===== src/rtl/nn_fifo_pkg.sv =====
// ---------------------------------------------------------------------------
// nn_fifo_pkg
// Shared definitions for the nn FIFO family:
//   NN_DATA_W / NN_DEPTH : default word width and entry count used by nn blocks
//   nn_ptr_w()           : pointer width for a given depth (address bits + wrap bit)
//   nn_fifo_op_e         : per-cycle transfer decode {push, pop}
// ---------------------------------------------------------------------------
package nn_fifo_pkg;

    localparam int NN_DATA_W = 32;
    localparam int NN_DEPTH  = 8;

    // One extra MSB on top of the address lets full and empty be told apart
    // when the address bits of both pointers are equal.
    function automatic int nn_ptr_w(input int depth);
        return $clog2(depth) + 1;
    endfunction

    typedef enum logic [1:0] {
        OP_IDLE = 2'b00,
        OP_POP  = 2'b01,
        OP_PUSH = 2'b10,
        OP_BOTH = 2'b11
    } nn_fifo_op_e;

endpackage : nn_fifo_pkg


===== src/rtl/nn_fifo_mem.sv =====
// ---------------------------------------------------------------------------
// nn_fifo_mem
// DEPTH x DATA_W storage array for nn_param_fifo.
// One synchronous write port and one asynchronous (combinational) read port.
// The array is deliberately not reset.
//   clk      in   write clock
//   wr_en    in   write strobe, sampled on rising clk
//   wr_addr  in   write address
//   wr_data  in   write data
//   rd_addr  in   read address
//   rd_data  out  word at rd_addr, combinational
// ---------------------------------------------------------------------------
module nn_fifo_mem
    import nn_fifo_pkg::*;
#(
    parameter int DATA_W = NN_DATA_W,
    parameter int DEPTH  = NN_DEPTH,
    parameter int ADDR_W = $clog2(DEPTH)
) (
    input  logic              clk,
    input  logic              wr_en,
    input  logic [ADDR_W-1:0] wr_addr,
    input  logic [DATA_W-1:0] wr_data,
    input  logic [ADDR_W-1:0] rd_addr,
    output logic [DATA_W-1:0] rd_data
);

    logic [DATA_W-1:0] mem [DEPTH];

    always_ff @(posedge clk) begin
        if (wr_en) begin
            mem[wr_addr] <= wr_data;
        end
    end

    // Show-ahead read: the head word is visible without a read strobe.
    assign rd_data = mem[rd_addr];

endmodule : nn_fifo_mem


===== src/rtl/nn_param_fifo.sv =====
// ---------------------------------------------------------------------------
// nn_param_fifo
// Parameterised synchronous show-ahead FIFO with level, threshold flags and
// sticky overflow/underflow detection. Storage lives in nn_fifo_mem; all
// pointer and flag control lives here.
//
// Parameters
//   DATA_W    word width
//   DEPTH     entry count, power of two, >= 2
//   AFULL_TH  almost_full when level >= AFULL_TH   (1..DEPTH-1)
//   AEMPTY_TH almost_empty when level <= AEMPTY_TH (1..DEPTH-1)
//
// Ports
//   clk           in   rising-edge clock
//   rst_n         in   asynchronous active-low reset
//   clr           in   synchronous flush (wins over push/pop)
//   wr_valid      in   push request
//   wr_ready      out  space available (!full)
//   wr_data       in   push data
//   rd_valid      out  head word available (!empty)
//   rd_ready      in   pop request
//   rd_data       out  head word, combinational from storage
//   level         out  occupancy 0..DEPTH
//   full, empty, almost_full, almost_empty   out  status flags
//   overflow      out  sticky: push attempted while full
//   underflow     out  sticky: pop attempted while empty
// ---------------------------------------------------------------------------
module nn_param_fifo
    import nn_fifo_pkg::*;
#(
    parameter int DATA_W    = NN_DATA_W,
    parameter int DEPTH     = NN_DEPTH,
    parameter int AFULL_TH  = 6,
    parameter int AEMPTY_TH = 2
) (
    input  logic                   clk,
    input  logic                   rst_n,
    input  logic                   clr,
    input  logic                   wr_valid,
    output logic                   wr_ready,
    input  logic [DATA_W-1:0]      wr_data,
    output logic                   rd_valid,
    input  logic                   rd_ready,
    output logic [DATA_W-1:0]      rd_data,
    output logic [$clog2(DEPTH):0] level,
    output logic                   full,
    output logic                   empty,
    output logic                   almost_full,
    output logic                   almost_empty,
    output logic                   overflow,
    output logic                   underflow
);

    localparam int PW = nn_ptr_w(DEPTH);
    localparam int AW = PW - 1;

    localparam logic [PW-1:0] PTR_ONE   = PW'(1);
    localparam logic [PW-1:0] AFULL_LV  = PW'(AFULL_TH);
    localparam logic [PW-1:0] AEMPTY_LV = PW'(AEMPTY_TH);

    logic [PW-1:0] wr_ptr;
    logic [PW-1:0] rd_ptr;
    logic [PW-1:0] wr_ptr_nxt;
    logic [PW-1:0] rd_ptr_nxt;
    logic [PW-1:0] level_q;
    logic          push;
    logic          pop;
    logic          mem_wr_en;
    nn_fifo_op_e   op;

    // Status derived from the registered pointers, so an asynchronous reset
    // of the pointers drives every flag to its reset value immediately.
    assign full  = (wr_ptr[AW-1:0] == rd_ptr[AW-1:0]) && (wr_ptr[AW] != rd_ptr[AW]);
    assign empty = (wr_ptr == rd_ptr);

    assign wr_ready = !full;
    assign rd_valid = !empty;

    // A push is gated by full alone: a pop in the same cycle does not make
    // room for it.
    assign push = wr_valid && wr_ready;
    assign pop  = rd_valid && rd_ready;
    assign op   = nn_fifo_op_e'({push, pop});

    assign level        = level_q;
    assign almost_full  = (level_q >= AFULL_LV);
    assign almost_empty = (level_q <= AEMPTY_LV);

    // Natural binary increment: with DEPTH a power of two the address bits
    // roll from DEPTH-1 to 0 and the carry toggles the wrap bit.
    always_comb begin
        wr_ptr_nxt = wr_ptr;
        rd_ptr_nxt = rd_ptr;
        case (op)
            OP_PUSH: wr_ptr_nxt = wr_ptr + PTR_ONE;
            OP_POP:  rd_ptr_nxt = rd_ptr + PTR_ONE;
            OP_BOTH: begin
                wr_ptr_nxt = wr_ptr + PTR_ONE;
                rd_ptr_nxt = rd_ptr + PTR_ONE;
            end
            default: begin
                wr_ptr_nxt = wr_ptr;
                rd_ptr_nxt = rd_ptr;
            end
        endcase
    end

    always_ff @(posedge clk or negedge rst_n) begin
        if (!rst_n) begin
            wr_ptr    <= '0;
            rd_ptr    <= '0;
            level_q   <= '0;
            overflow  <= 1'b0;
            underflow <= 1'b0;
        end else if (clr) begin
            wr_ptr    <= '0;
            rd_ptr    <= '0;
            level_q   <= '0;
            overflow  <= 1'b0;
            underflow <= 1'b0;
        end else begin
            wr_ptr  <= wr_ptr_nxt;
            rd_ptr  <= rd_ptr_nxt;
            // Modular difference of the next pointers keeps level aligned
            // with the pointer registers cycle for cycle.
            level_q <= wr_ptr_nxt - rd_ptr_nxt;
            if (wr_valid && !wr_ready) begin
                overflow <= 1'b1;
            end
            if (rd_ready && !rd_valid) begin
                underflow <= 1'b1;
            end
        end
    end

    // A push coinciding with clr is dropped, so the array is left untouched.
    assign mem_wr_en = push && !clr;

    nn_fifo_mem #(
        .DATA_W (DATA_W),
        .DEPTH  (DEPTH),
        .ADDR_W (AW)
    ) u_mem (
        .clk     (clk),
        .wr_en   (mem_wr_en),
        .wr_addr (wr_ptr[AW-1:0]),
        .wr_data (wr_data),
        .rd_addr (rd_ptr[AW-1:0]),
        .rd_data (rd_data)
    );

endmodule : nn_param_fifo


===== config.mk =====
export PLATFORM = sky130hd
export DESIGN_NAME = nn_param_fifo
export DESIGN_NICKNAME = d
export VERILOG_FILES = /design/src/rtl/nn_fifo_pkg.sv /design/src/rtl/nn_fifo_mem.sv /design/src/rtl/nn_param_fifo.sv
export SDC_FILE = /design/constraint.sdc
export NUM_CORES = 1
export LEC_CHECK = 0
export BUFFER_PORTS_ARGS = -buffer_cell sky130_fd_sc_hd__buf_2
export CORE_UTILIZATION = 50
export CTS_BUF_LIST = sky130_fd_sc_hd__clkbuf_4
export CTS_CLUSTER_DIAMETER = 50
export DETAILED_ROUTE_END_ITERATION = 7
export PLACE_DENSITY = 0.68
export SYNTH_ARGS = -nofsm -noshare
export SYNTH_HDL_FRONTEND = slang
export SYNTH_HIERARCHICAL = 1
export SYNTH_SLANG_ARGS = --single-unit

===== constraint.sdc =====
create_clock -name clk -period 7.7 [get_ports clk]
set_clock_uncertainty 0.1 [all_clocks]
set_input_delay 0.77 -clock clk [delete_from_list [all_inputs] [get_ports clk]]
set_output_delay 0.77 -clock clk [all_outputs]
set_load 0.05 [all_outputs]

==> results.tsv, run 1 <==
metric	value	unit
max_freq	238	MHz
outcome	completed	
chipHeight	148	um
clock-sinks	270	
die_x	148	um
rows	52	
seqCellArea	0.00804	mm^2
top_usage_layer	met2	
rsz0062_at_grt	no	
drive_above_1_share	39.9	%
drt-total-wl	18800	um
gp_congestion	0.736	
max_stage_delay	1.00	ns
ys_seq_elements	270	
finalSetupViolCount	0	
io_buffers	80	
ys_warn_count	6	
startpoint	rd_ptr[0]	
path_class	reg2out	
cap_violations	0	
drc	0	
antenna_found_initial	3	
hold_path.class	in2reg	
timing.rr.start	rd_ptr[2]	
grt_pass1_vias	5509	
design.core.area	0.0206	mm^2
firstDrtPassIters	4	
worst_setup_path_end_kind	output port	
synthCells	462	
critical_path_required	6.83	ns
nets	645	
fin_crit_sh	54.6	%
slew_violations	0	
worst_slew_pin_slew	1.14	ns
arrival	3.33	ns
clockBufferDepth	3	
fin_area	0.0122	mm^2
avgSynthCellArea	23.0	um^2
cts_root_buffer	clkbuf_4	
syn_to_final_growth	14.5	%
place_ws	3.88	ns
reg2reg_slack	3.93	ns
cts_setup_buffers	0	
cp-start-kind	flip-flop	
worst_path_max_delay_cell	dfrtp_4	
grt_usage	18.4	%
grt_pass1_wl	29700	um
path_cells	buf_4 -> mux4_1 -> mux2_2 -> buf_2	
ir_worst_vdd	0.000136	V
synth_top_cell_area_share	72.3	%
cts_tree	built	
start_util	51.7	%
crit_family	flip-flops	
multi_input_area	0.00249	mm^2
via_per_inst	5.47	
gr-usage-met3	4.54	%
ios	81	
ys_types	32	
cts_made_buffers	69	
hold_viol	0	
die-area	0.0218	mm^2
ctsHtreeMaxLevel	3	
num_vias	5009	
yosysSeqAreaShare	75.6	%
synth_nets	505	
setup-tns-final	0	ns
relSlewSlack	23.7	%
postPlaceCellArea	0.0114	mm^2
critPathBufInv	2	
crit_path_max_fanout	48	
clkLatencyLatePin	0.63	ns
ant_nets	0	
drtIter0Drc	259	
post-synth-top-area-cell	edfxtp_1	
grt_overflow	0	
hp-start	wr_data[13]	
dp_hpwl	10700	um
leakagePower	0.00419	uW
finalWorstSetupSlack	3.50	ns
avgRoutedWirePerCell	20.6	um
fillCellCount	1554	
synth_area_leaders	edfxtp_1 (72%), mux4_1 (9.9%), mux4_2 (5.1%)	
netlist_area	0.0106	mm^2
p_per_area	278	mW/mm^2
grt_use_met1	22.9	%
fin_crit	4.20	ns
clk_pin_slew_worst_paths	0.07	ns
met2_usage	31.0	%
grt_max_degree	49	
[per-layer routing]
metal  part of all wire (%)  up-vias  wire (um)
li1                       -     2291          -
met1                     42     2562       8000
met2                     51      129       9670
met3                    4.6       27        867
met4                    1.6        0        303
met5                      0        -          0
[sequential cells by signal, summed over array words and instances (netlist names)]
signal	flops
wr_ptr	4
u_mem/mem	256
rd_ptr	4
level	4
underflow	1
overflow	1
[timing repair]
action	CTS	global route
hold endpoints to repair	14	0
resized for setup	0	0
hold buffers	1	0
[final timing paths]
kind	to	cells after the start
hold / removal	u_mem/mem[4][13]	1
hold reg to reg	overflow	2
setup / recovery	rd_data[31]	4
max in group asynchronous	rd_ptr[0]	2
setup reg to reg	u_mem/mem[5][22]	7
min in group asynchronous	wr_ptr[3]	2
[Yosys cell counts (all sizes together)]
| cell type | count |
|---|---|
| o21ai | 1 |
| xnor2 | 6 |
| edfxtp | 256 |
| mux4 | 64 |
| inv | 6 |
| dfrtp | 14 |
| ha | 5 |
| nand2 | 4 |
| xor2 | 8 |
| nand3 | 2 |
| a221oi | 1 |
| clkbuf | 2 |
| a21o | 3 |
| a211oi | 1 |
| a21oi | 3 |
| nand4 | 4 |
| mux2i | 3 |
| fa | 1 |
| a311oi | 1 |
| buf | 17 |
| nor2b | 2 |
| mux2 | 32 |
| or3 | 1 |
| nor3 | 3 |
| nand2b | 3 |
| nor2 | 18 |
| nand3b | 1 |
[report_power, final]
group | switching, uW | leakage (uW) | internal (uW)
Clock | 515 | 0.000485 | 598
Sequential | 60.4 | 0.00250 | 1640
Combinational | 352 | 0.00121 | 218
[layout make-up]
class                   count  area share (%)
clock buffers              95            5.86
diodes                      3          0.0617
clock inverters            16           0.710
inverters                   6           0.185
repair buffers             88            3.80
well taps                 270            2.78
flip-flops and latches    270            66.1
multi-input cells         167            20.5
[cell usage in the layout, fill, tap and decap left out, types with 2 or more instances in the layout]
cell      count
edfxtp_1    256
nand4_1       3
nand3_1       2
nor3_2        2
inv_2         5
buf_2        80
buf_4         7
diode_2       3
mux2_2       32
nor2_1       12
nand2_1       4
inv_1         5
ha_1          5
dfrtp_1      11
mux4_1       40
mux2i_1       3
a21o_1        3
nand2b_1      3
dfrtp_2       2
clkbuf_4     95
a21oi_1       3
xnor2_1       6
mux4_2       24
clkinv_1     11
nor2b_1       2
nor2_4        6
xor2_1        8
[kinds of logic (layout without fill, tap and decap cells)]
| logic type | Yosys count | in the layout | synth area share (%) |
|---|---|---|---|
| AOI/OAI and AO/OA | 10 | 10 | 0.636 |
| xor gates and xnor gates | 14 | 14 | 1.15 |
| adders and majority gates | 6 | 6 | 0.777 |
| buffers and inverters | 25 | 205 | 1.45 |
| DFF | 270 | 270 | 75.6 |
| muxes | 99 | 99 | 18.6 |
| other | 0 | 3 | 0 |
| and+or+nand+nor | 38 | 38 | 1.73 |
[per-stage QoR]
stage          utilization [%]  instances  hold slack (ns)  power (uW)
2_1_floorplan                -        462            0.374        2180
3_3_place_gp              55.2        800            0.375        2300
3_5_place_dp              55.2        800            0.389        2310
4_1_cts                   59.1        912            0.264        3430
5_1_grt                   59.2        913            0.280        3530
6_report                  59.2        915            0.313        3380
No activity file was read; power rests on OpenSTA's default activity.
==> run 2: changes to the inputs <==
Settings changed: PLACE_DENSITY 0.68 to 0.71.
Clock period 7.7 ns to 3.81 ns, I/O delays scaled along.
==> results.tsv, run 2 (same netlist as run 1, synthesis figures left out) <==
metric	value	unit	change
outcome	completed		
critical_path_required	3.33	ns	-3.50 ns
fin_crit	3.27	ns	
path_cells	buf_4 -> mux4_1 -> mux2_2 -> buf_2		
worst_setup_path_end_kind	output port		
start_util	51.7	%	unchanged
fin_crit_sh	85.9	%	
largest_register_ff_count	256		unchanged
cp-start-kind	flip-flop		
cts_setup_buffers	0		unchanged
crit_family	multiplexers		
drive_above_1_share	38.6	%	-1.3 points
clock-sinks	270		unchanged
worst_slew_pin_slew	0.934	ns	-0.207 ns
ant_nets	0		unchanged
cts_root_buffer	clkbuf_4		
antenna_found_initial	2		-1
path_class	reg2out		
rsz0062_at_grt	no		
drtIter0Drc	207		-20%
ir_worst_vdd	0.000322	V	+140%
ctsHtreeMaxLevel	3		unchanged
switching_share	27.2	%	-0.21 points
critPathBufInv	2		unchanged
grt_overflow	0		unchanged
drc	0		unchanged
chipHeight	148	um	unchanged
clk_pin_slew_worst_paths	0.06	ns	about the same
cts_tree	built		
nets	690		+7.0%
rows	52		unchanged
postCtsResizedCells	0		unchanged
worst_path_max_delay_cell	mux4_1		
io_buffers	80		unchanged
die-area	0.0218	mm^2	unchanged
num_vias	5166		+3.1%
gp_congestion	0.796		+8.2%
top_register	u_mem/mem		
final_common_cell	edfxtp_1		
grt_pass1_vias	5612		+1.9%
finalSetupViolCount	0		unchanged
fin_area	0.0127	mm^2	+4.6%
hold_path.class	in2async		
avgRoutedWirePerCell	20.1	um	-2.4%
grt_pass1_wl	30200	um	+1.9%
clockBufferDepth	3		unchanged
p_int	5110	uW	+110%
ios	81		unchanged
p_per_area	552	mW/mm^2	+99%
die_x	148	um	unchanged
layout_common_cells	edfxtp_1 (256), clkbuf_4 (99), buf_2 (80)		
via_per_inst	5.35		-2.2%
grt_max_degree	68		+39%
clock_power_share	34.2	%	+1.3 points
max_freq	305	MHz	
firstDrtPassIters	5		+1
combPwrFrac	18.3	%	+1.5 points
clkLatencyLatePin	0.62	ns	about the same
fin_util	61.9	%	+2.7 points
ctsHoldBuffers	38		+37
drt-total-wl	19400	um	+3.0%
arrival	2.79	ns	-0.54 ns
max_stage_delay	0.65	ns	-0.35 ns
dp_hpwl	10600	um	-1.4%
switching_power	1910	uW	+110%
cap_violations	0		unchanged
design.core.area	0.0206	mm^2	unchanged
grt_usage	18.8	%	+0.42 points
cts_made_buffers	70		+1.4%
postPlaceCellArea	0.0115	mm^2	+1.1%
leakagePower	0.00443	uW	+5.8%
syn_to_final_growth	19.8	%	
hold_viol	0		unchanged
crit_path_max_fanout	39		-19%
slew_violations	0		unchanged
p_total	7020	uW	+110%
p_seq_share	47.6	%	-2.6 points
relSlewSlack	37.7	%	+14 points
## run 2: changes by cell type in the layout (fill, tap and decap cells not counted)
cell / before / now
clkinv_1: 11 / 13
clkinv_2: 0 / 2
clkbuf_4: 95 / 99
bufinv_16: 1 / 2
buf_4: 7 / 8
buf_12: 0 / 6
inv_2: 5 / 2
dlygate4sd3_1: 1 / 38
## run 2: path summary, 6_finish.rpt
kind	startpoint	end	slack (ns)	cells after the start
setup / recovery	rd_ptr[0]	rd_data[14]	0.54	4
hold / removal	rst_n	level[0]	0.09	2
setup reg to reg	wr_ptr[0]	level[3]	0.92	10
hold reg to reg	wr_ptr[3]	wr_ptr[3]	0.66	2
max in group asynchronous	rst_n	rd_ptr[0]	3.23	2
min in group clk	wr_data[25]	u_mem/mem[5][25]	0.45	2
## run 2: power by group through the flow
stage | sequential [uW] | clock (uW) | combinational, uW
floorplan | 3460 | 0 | 955
detailed placement | 3400 | 0 | 1260
CTS | 3340 | 2490 | 1300
finish | 3340 | 2400 | 1280
global route | 3340 | 2620 | 1360
global placement | 3400 | 0 | 1250
## run 2: routing by layer
layer	global-route usage (%)	part of all wire [%]
met4	7.37	1.9
met1	23.5	42
met5	0	0
met2	31.4	51
met3	5.22	5.4
## run 2: final cells by class
class / count / area (um^2)
Timing Repair Buffer: 132 / 961
Inverter: 6 / 22.5
Clock buffer: 99 / 743
Antenna cell: 3 / 7.51
Fill cell: 1514 / 7830
Clock inverter: 18 / 123
Multi-Input combinational cell: 167 / 2490
Tap cell: 270 / 338
Sequential cell: 270 / 8040
## run 2: per-stage QoR
| stage | worst slack (ns) | instances | setup TNS [ns] | hold WS, ns |
|---|---|---|---|---|
| CTS | 0.441 | 962 | 0 | 0.0369 |
| global route | 0.386 | 965 | 0 | 0.0465 |
| global placement | 1.08 | 807 | 0 | 0.185 |
| detailed placement | 0.985 | 807 | 0 | 0.198 |
| finish | 0.535 | 965 | 0 | 0.0929 |
| floorplan | -0.604 | 462 | -38.61 | -0.0146 |
